`config.mk`:
```
export PLATFORM = sky130hd
export DESIGN_NAME = beep_sequencer
export DESIGN_NICKNAME = d
export VERILOG_FILES = /design/src/rtl/beep_sequencer.sv
export SDC_FILE = /design/constraint.sdc
export NUM_CORES = 1
export LEC_CHECK = 0
export ABC_AREA = 1
export CORE_MARGIN = 2
export CORE_UTILIZATION = 58
export CTS_BUF_LIST = sky130_fd_sc_hd__clkbuf_16
export DETAILED_ROUTE_END_ITERATION = 8
export GPL_ROUTABILITY_DRIVEN = 0
export PLACE_DENSITY = 0.77
export SLEW_MARGIN = 20
export SYNTH_ARGS = -nofsm -noshare
export SYNTH_HDL_FRONTEND = slang
export SYNTH_SLANG_ARGS = --single-unit
export TNS_END_PERCENT = 30
```
`constraint.sdc`:
```
create_clock -name ext_clk_25m -period 3.7 [get_ports ext_clk_25m]
set_input_delay 0.74 -clock ext_clk_25m [delete_from_list [all_inputs] [get_ports ext_clk_25m]]
set_output_delay 0.74 -clock ext_clk_25m [all_outputs]
set_load 0.1 [all_outputs]
```
`src/rtl/beep_sequencer.sv`:
```
// Buzzer sequencer: plays N chirps or one long tone per accepted request.
// Optional `BEEP_ABORT_EN adds an abort input that returns the block to idle.
module beep_sequencer #(
   parameter int TONE_DIV      = 12500,
   parameter int CHIRP_ON_CYC  = 2500000,
   parameter int CHIRP_OFF_CYC = 2500000,
   parameter int LONG_ON_CYC   = 12500000
) (
   input  logic       ext_clk_25m,
   input  logic       ext_rst_n,
   input  logic       req_valid,
   output logic       req_ready,
   input  logic       req_long,
   input  logic [2:0] req_count,
   input  logic       mute,
`ifdef BEEP_ABORT_EN
   input  logic       abort,
`endif
   output logic       busy,
   output logic       beep
);

   localparam logic [15:0] TONE_LAST   = 16'(TONE_DIV - 1);
   localparam logic [23:0] CHIRP_ON_LD = 24'(CHIRP_ON_CYC - 1);
   localparam logic [23:0] CHIRP_OFF_LD = 24'(CHIRP_OFF_CYC - 1);
   localparam logic [23:0] LONG_ON_LD  = 24'(LONG_ON_CYC - 1);

   typedef enum logic [1:0] {ST_IDLE, ST_ON, ST_OFF} state_t;

   state_t      state_q, state_d;
   logic [23:0] timer_q, timer_d;
   logic [15:0] tone_cnt_q, tone_cnt_d;
   logic        tone_phase_q, tone_phase_d;
   logic [2:0]  remaining_q, remaining_d;
   logic        beep_q, beep_d;
   logic        abort_w;
   logic        accept_w;

`ifdef BEEP_ABORT_EN
   assign abort_w = abort;
`else
   assign abort_w = 1'b0;
`endif

   // Abort wins over a simultaneous request.
   assign accept_w = req_valid & (state_q == ST_IDLE) & ~abort_w;

   always_ff @(posedge ext_clk_25m or negedge ext_rst_n) begin
      if (!ext_rst_n) begin
         state_q      <= ST_IDLE;
         timer_q      <= '0;
         tone_cnt_q   <= '0;
         tone_phase_q <= 1'b0;
         remaining_q  <= '0;
         beep_q       <= 1'b0;
      end else begin
         state_q      <= state_d;
         timer_q      <= timer_d;
         tone_cnt_q   <= tone_cnt_d;
         tone_phase_q <= tone_phase_d;
         remaining_q  <= remaining_d;
         beep_q       <= beep_d;
      end
   end

   always_comb begin
      state_d      = state_q;
      timer_d      = timer_q;
      tone_cnt_d   = '0;
      tone_phase_d = 1'b0;
      remaining_d  = remaining_q;
      case (state_q)
         ST_IDLE: begin
            if (accept_w) begin
               state_d      = ST_ON;
               timer_d      = req_long ? LONG_ON_LD : CHIRP_ON_LD;
               remaining_d  = (req_long || req_count == 3'd0) ? 3'd0 : req_count - 3'd1;
               tone_phase_d = 1'b1;
            end
         end
         ST_ON: begin
            if (timer_q == 24'd0) begin
               state_d = ST_OFF;
               timer_d = CHIRP_OFF_LD;
            end else begin
               timer_d = timer_q - 24'd1;
               if (tone_cnt_q == TONE_LAST) begin
                  tone_cnt_d   = '0;
                  tone_phase_d = ~tone_phase_q;
               end else begin
                  tone_cnt_d   = tone_cnt_q + 16'd1;
                  tone_phase_d = tone_phase_q;
               end
            end
         end
         ST_OFF: begin
            if (timer_q == 24'd0) begin
               if (remaining_q != 3'd0) begin
                  state_d      = ST_ON;
                  timer_d      = CHIRP_ON_LD;
                  remaining_d  = remaining_q - 3'd1;
                  tone_phase_d = 1'b1;
               end else begin
                  state_d = ST_IDLE;
               end
            end else begin
               timer_d = timer_q - 24'd1;
            end
         end
         default: begin
            state_d = ST_IDLE;
            timer_d = '0;
         end
      endcase
      if (abort_w && state_q != ST_IDLE) begin
         state_d      = ST_IDLE;
         timer_d      = '0;
         remaining_d  = '0;
         tone_cnt_d   = '0;
         tone_phase_d = 1'b0;
      end
   end

   // Registering the next phase makes beep rise right after acceptance.
   assign beep_d = tone_phase_d & ~mute;

   always_comb begin
      busy      = (state_q != ST_IDLE);
      req_ready = (state_q == ST_IDLE);
   end

   assign beep = beep_q;

endmodule

```
# [After elaboration in Yosys (flattened, before gate mapping)]
# Cells that the tools add are included.
[word_totals] wordCells=57 reg_bits=47 in_bits=8 mem_bits_rw=0 rom_bits=0 latchBits=0 memories=0
[classes] n_shift=0 n_mul=0 bitwise_logic=4 addsub=4 eq_ne=8 div_mod_pow=0 magnitude_cmp=0 muxes=25 reduce_logical=10
[ops] operator="$mux W24" n=5
[ops] operator="$pmux W24 S3" n=1
[ops] operator="$mux W16" n=3
[ops] operator="$logic_not A24 Y1" n=1
[ops] operator="$sub A24 B1 Y24 const B" n=1
[ops] operator="$add A16 B1 Y16 const B" n=1
[ops] operator="$eq A16 B14 Y1 const B" n=1
[ops] operator="$mux W3" n=4
[ops] operator="$mux W1" n=6
[ops] operator="$mux W2" n=3
[ops] operator="$ne A2 B2 Y1 const B" n=3
[ops] operator="$pmux W2 S3" n=1
[ops] operator="$pmux W3 S2" n=1
[ops] operator="$sub A3 B1 Y3 const B" n=2
[ops] operator="$reduce_and A4 Y1" n=1
[ops] operator="$reduce_bool A2 Y1" n=2
[ops] operator="$logic_not A3 Y1" n=1
[ops] operator="$ne A3 B3 Y1 const B" n=1
[ops] operator="$pmux W1 S3" n=1
[ops] operator="$reduce_and A3 Y1" n=1
[ops] operator="$reduce_bool A3 Y1" n=1
[ops] operator="$and A1 B1 Y1" n=2
[ops] operator="$eq A2 B1 Y1 const B" n=1
[ops] operator="$eq A2 B2 Y1 const B" n=1
[ops] operator="5 further kinds" n=6

# [Longest topological paths before layout]
# Gate-level depths: netlist of run 1.
[logic_depth] word_depth=5 ltp_mapped=13 depth_no_buf=11

# [Worst setup path after synthesis of run 1]
# No wires, ideal clock.
[synth_path] kind="register to register" start="reg state_q[0]" end="reg timer_q[13]" stages_incl_launch_ff=12 required_ps=3579 setup_slack_ps=999 setup_time_ps=121 arrival_ps=2580 cell_sequence="dfrtp_1 > inv_1 > ha_1 > buf_2 > inv_2 > nor2_1 > inv_2 > nand2_8 > nor2_4 > buf_6 > nand2_2 > o21ai_1"
[synth_between] elab_chain_len=4 word_cells_on_any_way=8 cone_classes="4 x eq/ne; 1 x mux; 1 x bitwise; 2 x reduce/logical"
[synth_lines] item="from (decl)" line="30" rtl="state_t state_q, state_d;"
[synth_lines] item="from (signal assigned)" line="57" rtl="state_q <= state_d;"
[synth_lines] item="$logic_not A2 Y1 (*)"
[synth_lines] item="net req_ready" line="12" rtl="output logic req_ready,"
[synth_lines] item="$and A1 B1 Y1" line="46" rtl="assign accept_w = req_valid & (state_q == ST_IDLE) & ~abort_w;"
[synth_lines] item="$ne A2 B1 Y1 (no source line)"
[synth_lines] item="$reduce_and A2 Y1 (no source line)"
[synth_lines] item="to (signal assigned)" line="58" rtl="timer_q <= timer_d;"
[synth_lines] item="to (decl)" line="31" rtl="logic [23:0] timer_q, timer_d;"
# The timed path passes the listed nets; every way through them passes the cells marked *.
# A chain may end at the register's enable or synchronous reset.

# [Worst setup path after layout of run 1]
[layout_path] start="reg beep_q, in the netlist beep" end="out beep"
[layout_rtl] item="from (decl)" line="35" rtl="logic beep_q, beep_d;"
[layout_rtl] item="from (signal assigned)" line="62" rtl="beep_q <= beep_d;"
[layout_rtl] item="to (decl)" line="20" rtl="output logic beep"
# No word-level cell between the ends.

==> impl_metrics.toml, run 1 <==
[run_status]
result_of_the_run = "completed"

[synth]
synth.top_cells.by_area = "sky130_fd_sc_hd__dfrtp_1 36%, sky130_fd_sc_hd__nand2_1 15%, sky130_fd_sc_hd__nor2_1 9.4%"
count_of_state_elements_after_synthesis = 47
ys_async_sr_fraction_pct = 100
netlist_top_cells_count = "128 x sky130_fd_sc_hd__nand2_1, 81 x sky130_fd_sc_hd__nor2_1, 56 x sky130_fd_sc_hd__inv_1"
most_instantiated_flip_flop_cell_in_the_synthesis_netlist = "sky130_fd_sc_hd__dfrtp_1"
number_of_enable_flip_flop_cells_after_synthesis = 0
proportion_of_synthesized_chip_area_in_sequential_cells_pct = 36.3
synthDistinctLibCells = 33
mappedNetlistArea_um2 = 3240
synth_warnings = 0
synthesis.instances = 476
synth.net_count = 494
post_synth.cell_area_avg_um2 = 6.81
synth_top_area_share_pct = 36.3
yosysTopAreaCell = "sky130_fd_sc_hd__dfrtp_1"
synth.most_common_cell = "sky130_fd_sc_hd__nand2_1"

[critical_path]
cp_top_family = "buffers and inverters"
crit_path_cell_chain = "clkdlybuf4s50_1"
crit_path_end_kind = "primary output"
critPathLaunchType = "register"
reg2reg_setup_slack_ns = 1.40
critical_path_arrival_ns = 1.73
critical_path.max_stage_delay_ns = 1.12
critPathBufInv = 1
critPathKind = "register to primary output"
required_time_of_the_worst_setup_path_ns = 2.96
critPathSlowestCell = "sky130_fd_sc_hd__clkdlybuf4s50_1"
worstPathMaxFanout = 1

[clocking]
clock_tree.root_cell = "sky130_fd_sc_hd__clkbuf_16"
tritoncts_clock_tree = "yes"
hold_buffers = 0
clock_buffer_count_from_cts = 5
post_cts_setup_bufs = 0
worstSkewPairLatency_ns = 0.29
cts.htree.levels = 2
clock_sink_count = 47
cts_resized = 0
clk_transition_reported_paths_ns = 0.07
clock_tree.buffer_depth = 2

[cells_and_area]
postLayoutCellArea_um2 = 3550
num_antenna_cells = 0
finalNonFillerCells = 559
synthToLayoutAreaGrowth_pct = 9.42
utilization_pct = 65.2
num-fill-cells = 507
proportion_of_layout_cells_with_a_drive_suffix_above_1_pct = 7.19
final_nets = 504

[flow_run]
max_cap_violations = 0

[drt]
viasPerCell = 5.38
ant_nets = 0
vias = 3010
route.final.wire_length_um = 7400
dr.first_iter.drc_count = 265
drc_errors = 0
wire_per_inst_um = 13.2
drt_first_pass_iters = 4

[floorplanning]
floorplan.initialDensity_pct = 59.6
core_area_um2 = 5440
fp.dieH_um = 78.7
io-pin-count = 11
dieArea_um2 = 6200
chipWidth_um = 78.7
rows = 27

[sta]
setup_slack_ns = 1.23
minimum_period_implied_by_the_final_worst_setup_slack_ns = 2.47
timing.final.hold_violations = 0
final.period_utilization_pct = 66.7
timing.fmax_mhz = 405
grt_setup_unrepaired = "false"
timing.slew.headroom_pct = 35.9
tightestPinTransition_ns = 0.959
finalHoldWorstSlack_ns = 0.391
final.setup_skew_ns = 0.00714
totalNegativeSetupSlack_ns = 0
report.final.slew_viol_count = 0
setup_viol = 0

[power]
totalPowerFinal_mw = 2.78
powerDensity_nw_per_um2 = 784
ir_drop_uv = 531
total_leakage_power_nw = 1.71

[placement]
post_dp_cell_area_um2 = 3380
post-place-cells = 551
port-buffer-count = 10
place.detailed.hpwl_um = 5380
pre_cts_slack_ns = 1.28

[grt]
grt_pass1_wl_um = 12700
grt_antenna_before_repair = 0
grt_pass1_vias = 2794
gr-usage-all-layers_pct = 25.9
grt_max_degree = 29
globalRouteOverflowTotal = 0

[worst_hold_path]
worst_hold_path_type = "primary input to async pin"
==> where the power goes <==
group	switching (mW)	internal [mW]	total, mW
clock	0.193	0.319	0.512
sequential	0.158	0.670	0.828
combinational	1.00	0.437	1.44
==> cells in the final DEF, fill, tap and decap left out, drive strengths merged <==
cell type,n
nand2,134
nor2,88
inv,59
dfrtp,47
nand3,37
o21ai,30
a21oi,15
xor2,13
nand4,12
ha,10
nor3,8
clkdlybuf4s50,7
clkbuf,5
buf,4
or2,3
clkinv,3
nor4,2
xnor2,2
o21bai,2
nand3b,2
a31o,1
o211ai,1
o31ai,1
bufinv,1
==> final timing paths <==
path                                from            end  cells past startpoint
setup / recovery                    beep           beep                      1
hold / removal                 ext_rst_n  tone_cnt_q[2]                      1
setup reg to reg              state_q[0]     timer_q[3]                      7
hold reg to reg            tone_cnt_q[0]  tone_cnt_q[0]                      1
max in group asynchronous      ext_rst_n    timer_q[19]                      2
min in group ext_clk_25m   tone_cnt_q[0]  tone_cnt_q[0]                      1
==> cell families after synthesis <==
| kind of cell | after synthesis | synth area share (%) |
|---|---|---|
| buffers and inverters | 68 | 8.53 |
| AND/OR/NAND/NOR | 286 | 39.0 |
| adder cells (fa/ha/maj) | 10 | 3.86 |
| flip-flops | 47 | 36.3 |
| AO/OA/AOI/OAI | 50 | 8.26 |
| XOR/XNOR | 15 | 4.05 |
==> state kept, by name, summed over array words and instances (netlist names) <==
name / flops
tone_cnt_q: 16
remaining_q: 3
beep: 1
state_q: 2
timer_q: 24
tone_phase_q: 1
==> layer usage <==
metal	track usage, %	vias to the layer above	wire length, um
li1	-	1527	-
met1	36.0	1395	3410
met4	7.72	0	92
met2	42.0	79	3460
met3	3.98	9	435
met5	0	-	0
==> area by class of cell <==
class / count / area (um2) / area share, %
tap: 72 / 90.1 / 2.54
clock buffer: 5 / 125 / 3.53
sequential: 47 / 1180 / 33.2
inverter: 60 / 225 / 6.35
multi-input combinational: 361 / 1790 / 50.4
timing repair buffer: 11 / 97.6 / 2.75
clock inverter: 3 / 43.8 / 1.24
Note: power is estimated with default switching activity, not from simulation.
==> run 2: changes to the inputs <==
==> constraint.sdc (replaced) <==
create_clock -name ext_clk_25m -period 2.4 [get_ports ext_clk_25m]
set_input_delay 0.48 -clock ext_clk_25m [delete_from_list [all_inputs] [get_ports ext_clk_25m]]
set_output_delay 0.48 -clock ext_clk_25m [all_outputs]
set_load 0.1 [all_outputs]
==> impl_metrics.toml, run 2 (same netlist as run 1, synthesis figures left out) <==
[placement]
post_dp_cell_area_um2 = 3440
port-buffer-count = 10
place.detailed.hpwl_um = 5430

[drt]
drt_first_pass_iters = 5
route.final.wire_length_um = 7310
wire_per_inst_um = 13.0
ant_nets = 0
viasPerCell = 5.41
drc_errors = 0
vias = 3035
dr.first_iter.drc_count = 225

[critical_path]
critPathLaunchType = "register"
critPathSlowestCell = "sky130_fd_sc_hd__dfrtp_1"
worst_r2r_end = "tone_cnt_q[12]"
ff_to_ff_path_depth = 7
critical_path_arrival_ns = 1.50
reg2reg_setup_slack_ns = 0.45
cp_top_family = "buffers and inverters"
required_time_of_the_worst_setup_path_ns = 1.92
crit_path_end_kind = "primary output"
critical_path.max_stage_delay_ns = 0.42
critPathBufInv = 3
critPathKind = "register to primary output"
worstPathMaxFanout = 10
crit_path_cell_chain = "inv_1 > ha_2 > inv_2 > buf_12"
worst_r2r_startpoint = "timer_q[7]"

[cells_and_area]
final_nets = 507
final_common_cell = "sky130_fd_sc_hd__nand2_1"
number_of_flip_flops_under_the_largest_register_name = 24
num-fill-cells = 482
synthToLayoutAreaGrowth_pct = 10.2
reg_top3 = "timer_q x24, tone_cnt_q x16, remaining_q x3"
register_containing_the_most_flip_flops_in_the_final_layout = "timer_q"
proportion_of_layout_cells_with_a_drive_suffix_above_1_pct = 7.77
num_antenna_cells = 0
top_library_cells_by_usage_in_the_layout_fill_and_taps_aside = "128 x sky130_fd_sc_hd__nand2_1, 81 x sky130_fd_sc_hd__nor2_1, 56 x sky130_fd_sc_hd__inv_1"
utilization_pct = 65.7
postLayoutCellArea_um2 = 3570

[clocking]
post_cts_setup_bufs = 0
cts.htree.levels = 2
cts_resized = 0
clock_tree.buffer_depth = 2
hold_buffers = 0
clock_buffer_count_from_cts = 5
tritoncts_clock_tree = "yes"
worstSkewPairLatency_ns = 0.29
clk_transition_reported_paths_ns = 0.06
clock_tree.root_cell = "sky130_fd_sc_hd__clkbuf_16"
clock_sink_count = 47

[floorplanning]
fp.dieH_um = 78.7
rows = 27
chipWidth_um = 78.7
io-pin-count = 11
core_area_um2 = 5440
floorplan.initialDensity_pct = 59.6
dieArea_um2 = 6200

[worst_hold_path]
worst_hold_path_type = "primary input to async pin"

[power]
totalPowerFinal_mw = 4.26
powerDensity_nw_per_um2 = 1190
total_leakage_power_nw = 1.72
ir_drop_uv = 757

[sta]
setup_viol = 0
final.period_utilization_pct = 82.7
final.setup_skew_ns = 0.00715
timing.fmax_mhz = 504
timing.final.hold_violations = 0
tightestPinTransition_ns = 0.558
finalHoldWorstSlack_ns = 0.176
totalNegativeSetupSlack_ns = 0
minimum_period_implied_by_the_final_worst_setup_slack_ns = 1.98
timing.slew.headroom_pct = 62.8
report.final.slew_viol_count = 0
grt_setup_unrepaired = "false"

[grt]
gr-usage-all-layers_pct = 26.0
grt_pass1_vias = 2884
grt_pass1_wl_um = 12800
globalRouteOverflowTotal = 0
grt_max_degree = 26
grt_antenna_before_repair = 0

[run_status]
result_of_the_run = "completed"

[flow_run]
max_cap_violations = 0
[run 2: stage by stage]
stage | cells | worst slack (ns)
3_5_place_dp | 554 | 0.468
6_report | 561 | 0.415
3_3_place_gp | 554 | 0.479
2_1_floorplan | 476 | 0.0233
5_1_grt | 561 | 0.282
4_1_cts | 561 | 0.424
[run 2: worst reg2reg max path: stages, from the launching register on]
cell                      delay, ns
sky130_fd_sc_hd__dfrtp_1       0.41
sky130_fd_sc_hd__nor2_1        0.23
sky130_fd_sc_hd__nand2_1       0.17
sky130_fd_sc_hd__nor2_4        0.20
sky130_fd_sc_hd__nand3_2       0.23
sky130_fd_sc_hd__nand2_1       0.21
sky130_fd_sc_hd__a31o_2        0.30
sky130_fd_sc_hd__nor2_1        0.09
[run 2: worst max path at each step]
stage | from | endpoint | cells past startpoint
global route | timer_q[7] | remaining_q[1] | 8
CTS | state_q[1] | busy | 4
floorplan | state_q[0] | timer_q[13] | 11
detailed placement | timer_q[7] | tone_cnt_q[12] | 7
finish | state_q[1] | busy | 4
global placement | timer_q[0] | remaining_q[1] | 9
[run 2: final cells by class]
| class | instances | area, um2 | area share (%) |
|---|---|---|---|
| multi-input combinational | 361 | 1790 | 50.1 |
| sequential | 47 | 1180 | 32.9 |
| inverter | 60 | 225 | 6.31 |
| timing repair buffer | 14 | 155 | 4.34 |
| clock buffer | 5 | 125 | 3.50 |
| tap | 72 | 90.1 | 2.52 |
| clock inverter | 2 | 8.76 | 0.245 |
[run 2: routing by layer]
| metal | GRT usage (%) | part of all wire, % |
|---|---|---|
| met5 | 0 | 0 |
| met1 | 32.4 | 44 |
| met3 | 4.09 | 5.2 |
| met2 | 46.2 | 49 |
| met4 | 8.25 | 1.6 |
[run 2: report_power, final]
group / leakage (nW) / switching (mW) / internal (mW)
combinational: 1.04 / 1.55 / 0.751
clock: 0.0671 / 0.299 / 0.375
sequential: 0.613 / 0.246 / 1.03
total: 1.72 / 2.10 / 2.16
==> run 3: changes to the inputs <==
--- a/config.mk
+++ b/config.mk
@@ -7,11 +7,11 @@
 export LEC_CHECK = 0
 export ABC_AREA = 1
 export CORE_MARGIN = 2
-export CORE_UTILIZATION = 58
+export CORE_UTILIZATION = 56
 export CTS_BUF_LIST = sky130_fd_sc_hd__clkbuf_16
 export DETAILED_ROUTE_END_ITERATION = 8
 export GPL_ROUTABILITY_DRIVEN = 0
-export PLACE_DENSITY = 0.77
+export PLACE_DENSITY = 0.78
 export SLEW_MARGIN = 20
 export SYNTH_ARGS = -nofsm -noshare
 export SYNTH_HDL_FRONTEND = slang
==> constraint.sdc (replaced) <==
create_clock -name ext_clk_25m -period 1.6 [get_ports ext_clk_25m]
set_input_delay 0.32 -clock ext_clk_25m [delete_from_list [all_inputs] [get_ports ext_clk_25m]]
set_output_delay 0.32 -clock ext_clk_25m [all_outputs]
set_load 0.1 [all_outputs]
==> impl_metrics.toml, run 3 (same netlist as run 1, synthesis figures left out) <==
[run_status]
result_of_the_run = "finished with violations"
violations = "negative setup slack"

[cells_and_area]
synthToLayoutAreaGrowth_pct = 34.3
final_common_cell = "sky130_fd_sc_hd__nand2_1"
proportion_of_layout_cells_with_a_drive_suffix_above_1_pct = 26.9
num_antenna_cells = 0
final_nets = 570
top_library_cells_by_usage_in_the_layout_fill_and_taps_aside = "116 x sky130_fd_sc_hd__nand2_1, 62 x sky130_fd_sc_hd__nor2_1, 58 x sky130_fd_sc_hd__buf_4"
number_of_flip_flops_under_the_largest_register_name = 24
reg_top3 = "timer_q x24, tone_cnt_q x16, remaining_q x3"
register_containing_the_most_flip_flops_in_the_final_layout = "timer_q"
postLayoutCellArea_um2 = 4350

[critical_path]
crit_path_cell_chain = "inv_2 > ha_4 > nand2_4 > nor2_4 > nand3_4 > nor2_4 > nand2_4 > nand2_8 > nor2_4 > nand2_1 > o21ai_1"
critPathBufInv = 1
worstPathMaxFanout = 7
critical_path.max_stage_delay_ns = 0.39
critPathSlowestCell = "sky130_fd_sc_hd__dfrtp_1"
reg2reg_setup_slack_ns = -0.1
critPathMostFrequentCell = "sky130_fd_sc_hd__nor2_4"
required_time_of_the_worst_setup_path_ns = 1.77
cp_top_family = "simple AND/OR/NAND/NOR gates"
crit_path_end_kind = "register"
critPathLaunchType = "register"
critPathKind = "register to register"
ff_to_ff_path_depth = 11
critical_path_arrival_ns = 1.87
path_depth = 11

[drt]
route.final.wire_length_um = 9650
dr.first_iter.drc_count = 357
m1WireLength_um = 3790
ant_nets = 0
wire_per_inst_um = 15.4
met3WireLength_um = 661
vias = 3501
route.met2.wl_um = 4850
drc_errors = 0
viasPerCell = 5.60
drt_first_pass_iters = 6
topRoutingLayerUsed = "met4"

[clocking]
cts.htree.levels = 2
worstSkewPairLatency_ns = 0.29
clock_sink_count = 47
clock_buffer_count_from_cts = 5
clock_tree.buffer_depth = 2
hold_buffers = 0
clock_tree.root_cell = "sky130_fd_sc_hd__clkbuf_16"
clk_transition_reported_paths_ns = 0.07
tritoncts_clock_tree = "yes"

[grt]
grt_pass1_wl_um = 15700
gr-usage-all-layers_pct = 31.5
grt_antenna_before_repair = 0
grt_pass1_vias = 3439
globalRouteOverflowTotal = 0
grt_max_degree = 48

[sta]
tightestPinTransition_ns = 0.425
timing.fmax_mhz = 590
grt_setup_unrepaired = "true"
timing.final.hold_violations = 0
timing.slew.headroom_pct = 71.4
final.setup_skew_ns = 0.00518
final.period_utilization_pct = 106
report.final.slew_viol_count = 0
setup_slack_ns = -0.0954
setup_viol = 31
minimum_period_implied_by_the_final_worst_setup_slack_ns = 1.70

[floorplanning]
rows = 27
fp.dieH_um = 80.1
chipWidth_um = 80.1
dieArea_um2 = 6410
core_area_um2 = 5540
io-pin-count = 11
floorplan.initialDensity_pct = 58.5

[power]
power.clock.fraction_pct = 15.8
power_frac_comb_pct = 62.7
powerDensity_nw_per_um2 = 1970
ir_drop_uv = 1110
totalPowerFinal_mw = 8.58
power.net_switching_mw = 3.94
total_leakage_power_nw = 2.10
switching_share_pct = 46.0
power.sequential.fraction_pct = 21.5
cellInternalPower_mw = 4.63

[placement]
post_dp_cell_area_um2 = 3910
port-buffer-count = 10
place.detailed.hpwl_um = 6320

[flow_run]
max_cap_violations = 0

[worst_hold_path]
worst_hold_path_type = "primary input to async pin"
[run 3: power by group through the flow]
stage	clock network [mW]	registers, mW	logic [mW]
after floorplan	0	1.88	2.82
after global placement	0	1.79	4.45
after detailed placement	0	1.81	4.59
after CTS	1.36	1.80	4.97
after global routing	1.40	1.87	5.84
final	1.35	1.85	5.38
[run 3: worst paths after layout]
check / startpoint / to
min: ext_rst_n / tone_cnt_q[7]
max in group asynchronous: ext_rst_n / timer_q[6]
min reg2reg: tone_cnt_q[0] / tone_cnt_q[0]
max: timer_q[0] / timer_q[4]
max reg2reg: timer_q[0] / timer_q[4]
min in group ext_clk_25m: tone_cnt_q[0] / tone_cnt_q[0]
[run 3: area by class of cell]
| cell class | instances | area [um2] |
|---|---|---|
| clock buffer | 5 | 125 |
| fill | 373 | 1190 |
| inverter | 60 | 238 |
| timing repair buffer | 76 | 672 |
| multi-input combinational | 362 | 1980 |
| sequential | 47 | 1180 |
| clock inverter | 3 | 63.8 |
| tap | 72 | 90.1 |
[run 3: stage by stage]
step | TNS [ns] | worst slack, ns | utilization, % | hold slack [ns] | instances
after floorplan | -2.52 | -0.151 | - | 0.0244 | 476
after global placement | -1.25 | -0.0894 | 70.6 | 0.322 | 609
after detailed placement | -4.04 | -0.150 | 70.6 | 0.328 | 609
after CTS | -0.539 | -0.0420 | 76.4 | 0.0223 | 623
after global routing | -4.42 | -0.184 | 78.5 | 0.0312 | 625
final | -1.66 | -0.0954 | 78.5 | 0.00630 | 625
[run 3: layer usage]
metal,GRT usage [%],vias to the layer above
li1,-,1665
met1,37.8,1619
met2,54.7,175
met3,5.62,42
met4,14.2,0
met5,0,-
[run 3: timing repair]
| item | 4_1_cts | 5_1_grt |
|---|---|---|
| gates resized for setup | 27 | 35 |
| buffers inserted | 6 | 2 |
| cloned | 1 | 0 |
| setup endpoints to repair | 46 | 45 |
| pin swaps | 16 | 6 |
==> patch: new RTL, flow settings as in run 3 <==
Encoding of `state_t`: now one-hot (3 bits for 3 states).
--- a/src/rtl/beep_sequencer.sv
+++ b/src/rtl/beep_sequencer.sv
@@ -25,7 +25,7 @@
    localparam logic [23:0] CHIRP_OFF_LD = 24'(CHIRP_OFF_CYC - 1);
    localparam logic [23:0] LONG_ON_LD  = 24'(LONG_ON_CYC - 1);
 
-   typedef enum logic [1:0] {ST_IDLE, ST_ON, ST_OFF} state_t;
+   typedef enum logic [2:0] {ST_IDLE = 3'b001, ST_ON = 3'b010, ST_OFF = 3'b100} state_t;
 
    state_t      state_q, state_d;
    logic [23:0] timer_q, timer_d;
Behaviour: same outputs for any inputs over 10 cycles, from zero or initial values and one cycle with ext_rst_n low; not proved beyond that.
==> patch against run 3 <==
  * The run still ends with setup timing left
  * Total power down 7.2%
  * Sequential cell count grew 1
  * Non-clock buffer count decreased by 3
  * Routed wire length is 14% lower
  * Setup slack worse by 110 ps
  * Area after synthesis fell by 3.0%
  * Global-route usage shrank 2.9 points
  * Final area down 4.7%
  * Via count shrank 9.3%
  * Maximum frequency fell by 6.1%
  * Die area down 2.8%
==> patch: results (changes against run 3) <==
Run status
  • Status: finished with violations (unchanged)
  • Failing checks: setup timing (unchanged)

STA
  • Final setup viols: 32 (was 31)
  • Tightest Pin Transition: 534 ps (was 425 ps)
  • Setup TNS: -3150 ps (was -1660 ps)
  • Setup WS post-layout: -206 ps (was -95.4 ps)

Synthesis
  • Yosys cell types: 32 (was 33)
  • Synthesized flop and latch total: 48 (was 47)
  • Sequential share of the synthesized area: 0.382 (was 0.363)

Routing
  • Met2 wire len: 4130 um (was 4850 um)
  • First DRT Iteration DRCs: 316 (was 357)
  • DR WL/cell: 13.9 um (was 15.4 um)
  • Via count: 3,177 (was 3,501)
  • Met3 wire len: 472 um (was 661 um)

Cells and area
  • Inverters: 64 (was 60)
  • Layout clock area frac: 0.0347 (was 0.0434)
  • FILL cells: 401 (was 373)
  • Area Growth Syn to Fin: 31.8% (was 34.3%)
  • Multi-In Gates: 331 (was 362)
  • Fraction of cell area in non-clock buffers: 0.150 (was 0.154)

Worst setup path
  • Setup crit start: state_q[0] (was timer_q[0])
  • CP Capture Type: primary output (was flop)
  • R2r startpoint: timer_q[1] (was timer_q[0])
  • Critical Path AT: 1490 ps (was 1870 ps)

GRT
  • Pin count of the biggest net entering global routing: 27 (was 48)
  • Gr usage total: 0.286 (was 0.315)

Place
  • Pre-CTS setup slack: -233 ps (was -150 ps)

Power
  • Clk pwr share: 0.130 (was 0.158)
  • Combinational group power: 5080 uW (was 5380 uW)
==> patch: cell types whose count changed after synthesis, sizes merged, moves of 4 or more <==
cell / change
a21oi: -12
inv: +5
nor2: -12
xor2: -4
xnor2: +5
nor3: +6
==> patch: through the flow <==
| step | hold WS (ps) | total power, uW | cell area, um^2 | utilization | cells |
|---|---|---|---|---|---|
| after global routing | 47.6 | 8510 | 4150 | 0.757 | 596 |
| after CTS | 19.5 | 7700 | 4090 | 0.747 | 596 |
| final | 1.25 | 7960 | 4150 | 0.757 | 596 |
| after detailed placement | 332 | 6220 | 3780 | 0.691 | 582 |
| after floorplan | 24.4 | 4640 | 3160 | - | 447 |
| after global placement | 325 | 6100 | 3780 | 0.691 | 582 |
==> patch: critical path, delay by kind of cell (launching register included) <==
kind	cells	cell delay (ps)
buffers and inverters	4	520
DFF	1	550
and+or+nand+nor	1	120
==> patch: how the worst min path moves through the flow <==
stage	from	to	depth (start not counted)
final	ext_rst_n	tone_cnt_q[11]	1
after global routing	ext_rst_n	tone_cnt_q[9]	1
after CTS	ext_rst_n	tone_cnt_q[9]	1
after detailed placement	ext_rst_n	tone_cnt_q[9]	1
after global placement	ext_rst_n	tone_cnt_q[9]	1
after floorplan	ext_rst_n	beep	0
==> patch: logic make-up after synthesis <==
group / count (synthesis) / synth area share
AO/OA/AOI/OAI: 36 / 0.0661
XOR/XNOR: 16 / 0.0446
adder cells (fa/ha/maj): 7 / 0.0279
buffers and inverters: 68 / 0.0875
flip-flops: 48 / 0.382
AND/OR/NAND/NOR: 272 / 0.392
==> patch: timing repair <==
| item | 4_1_cts | 5_1_grt |
|---|---|---|
| resized for setup | 37 | 17 |
| pin swaps | 15 | 8 |
| setup buffers | 6 | 0 |
| setup endpoints to repair | 47 | 49 |
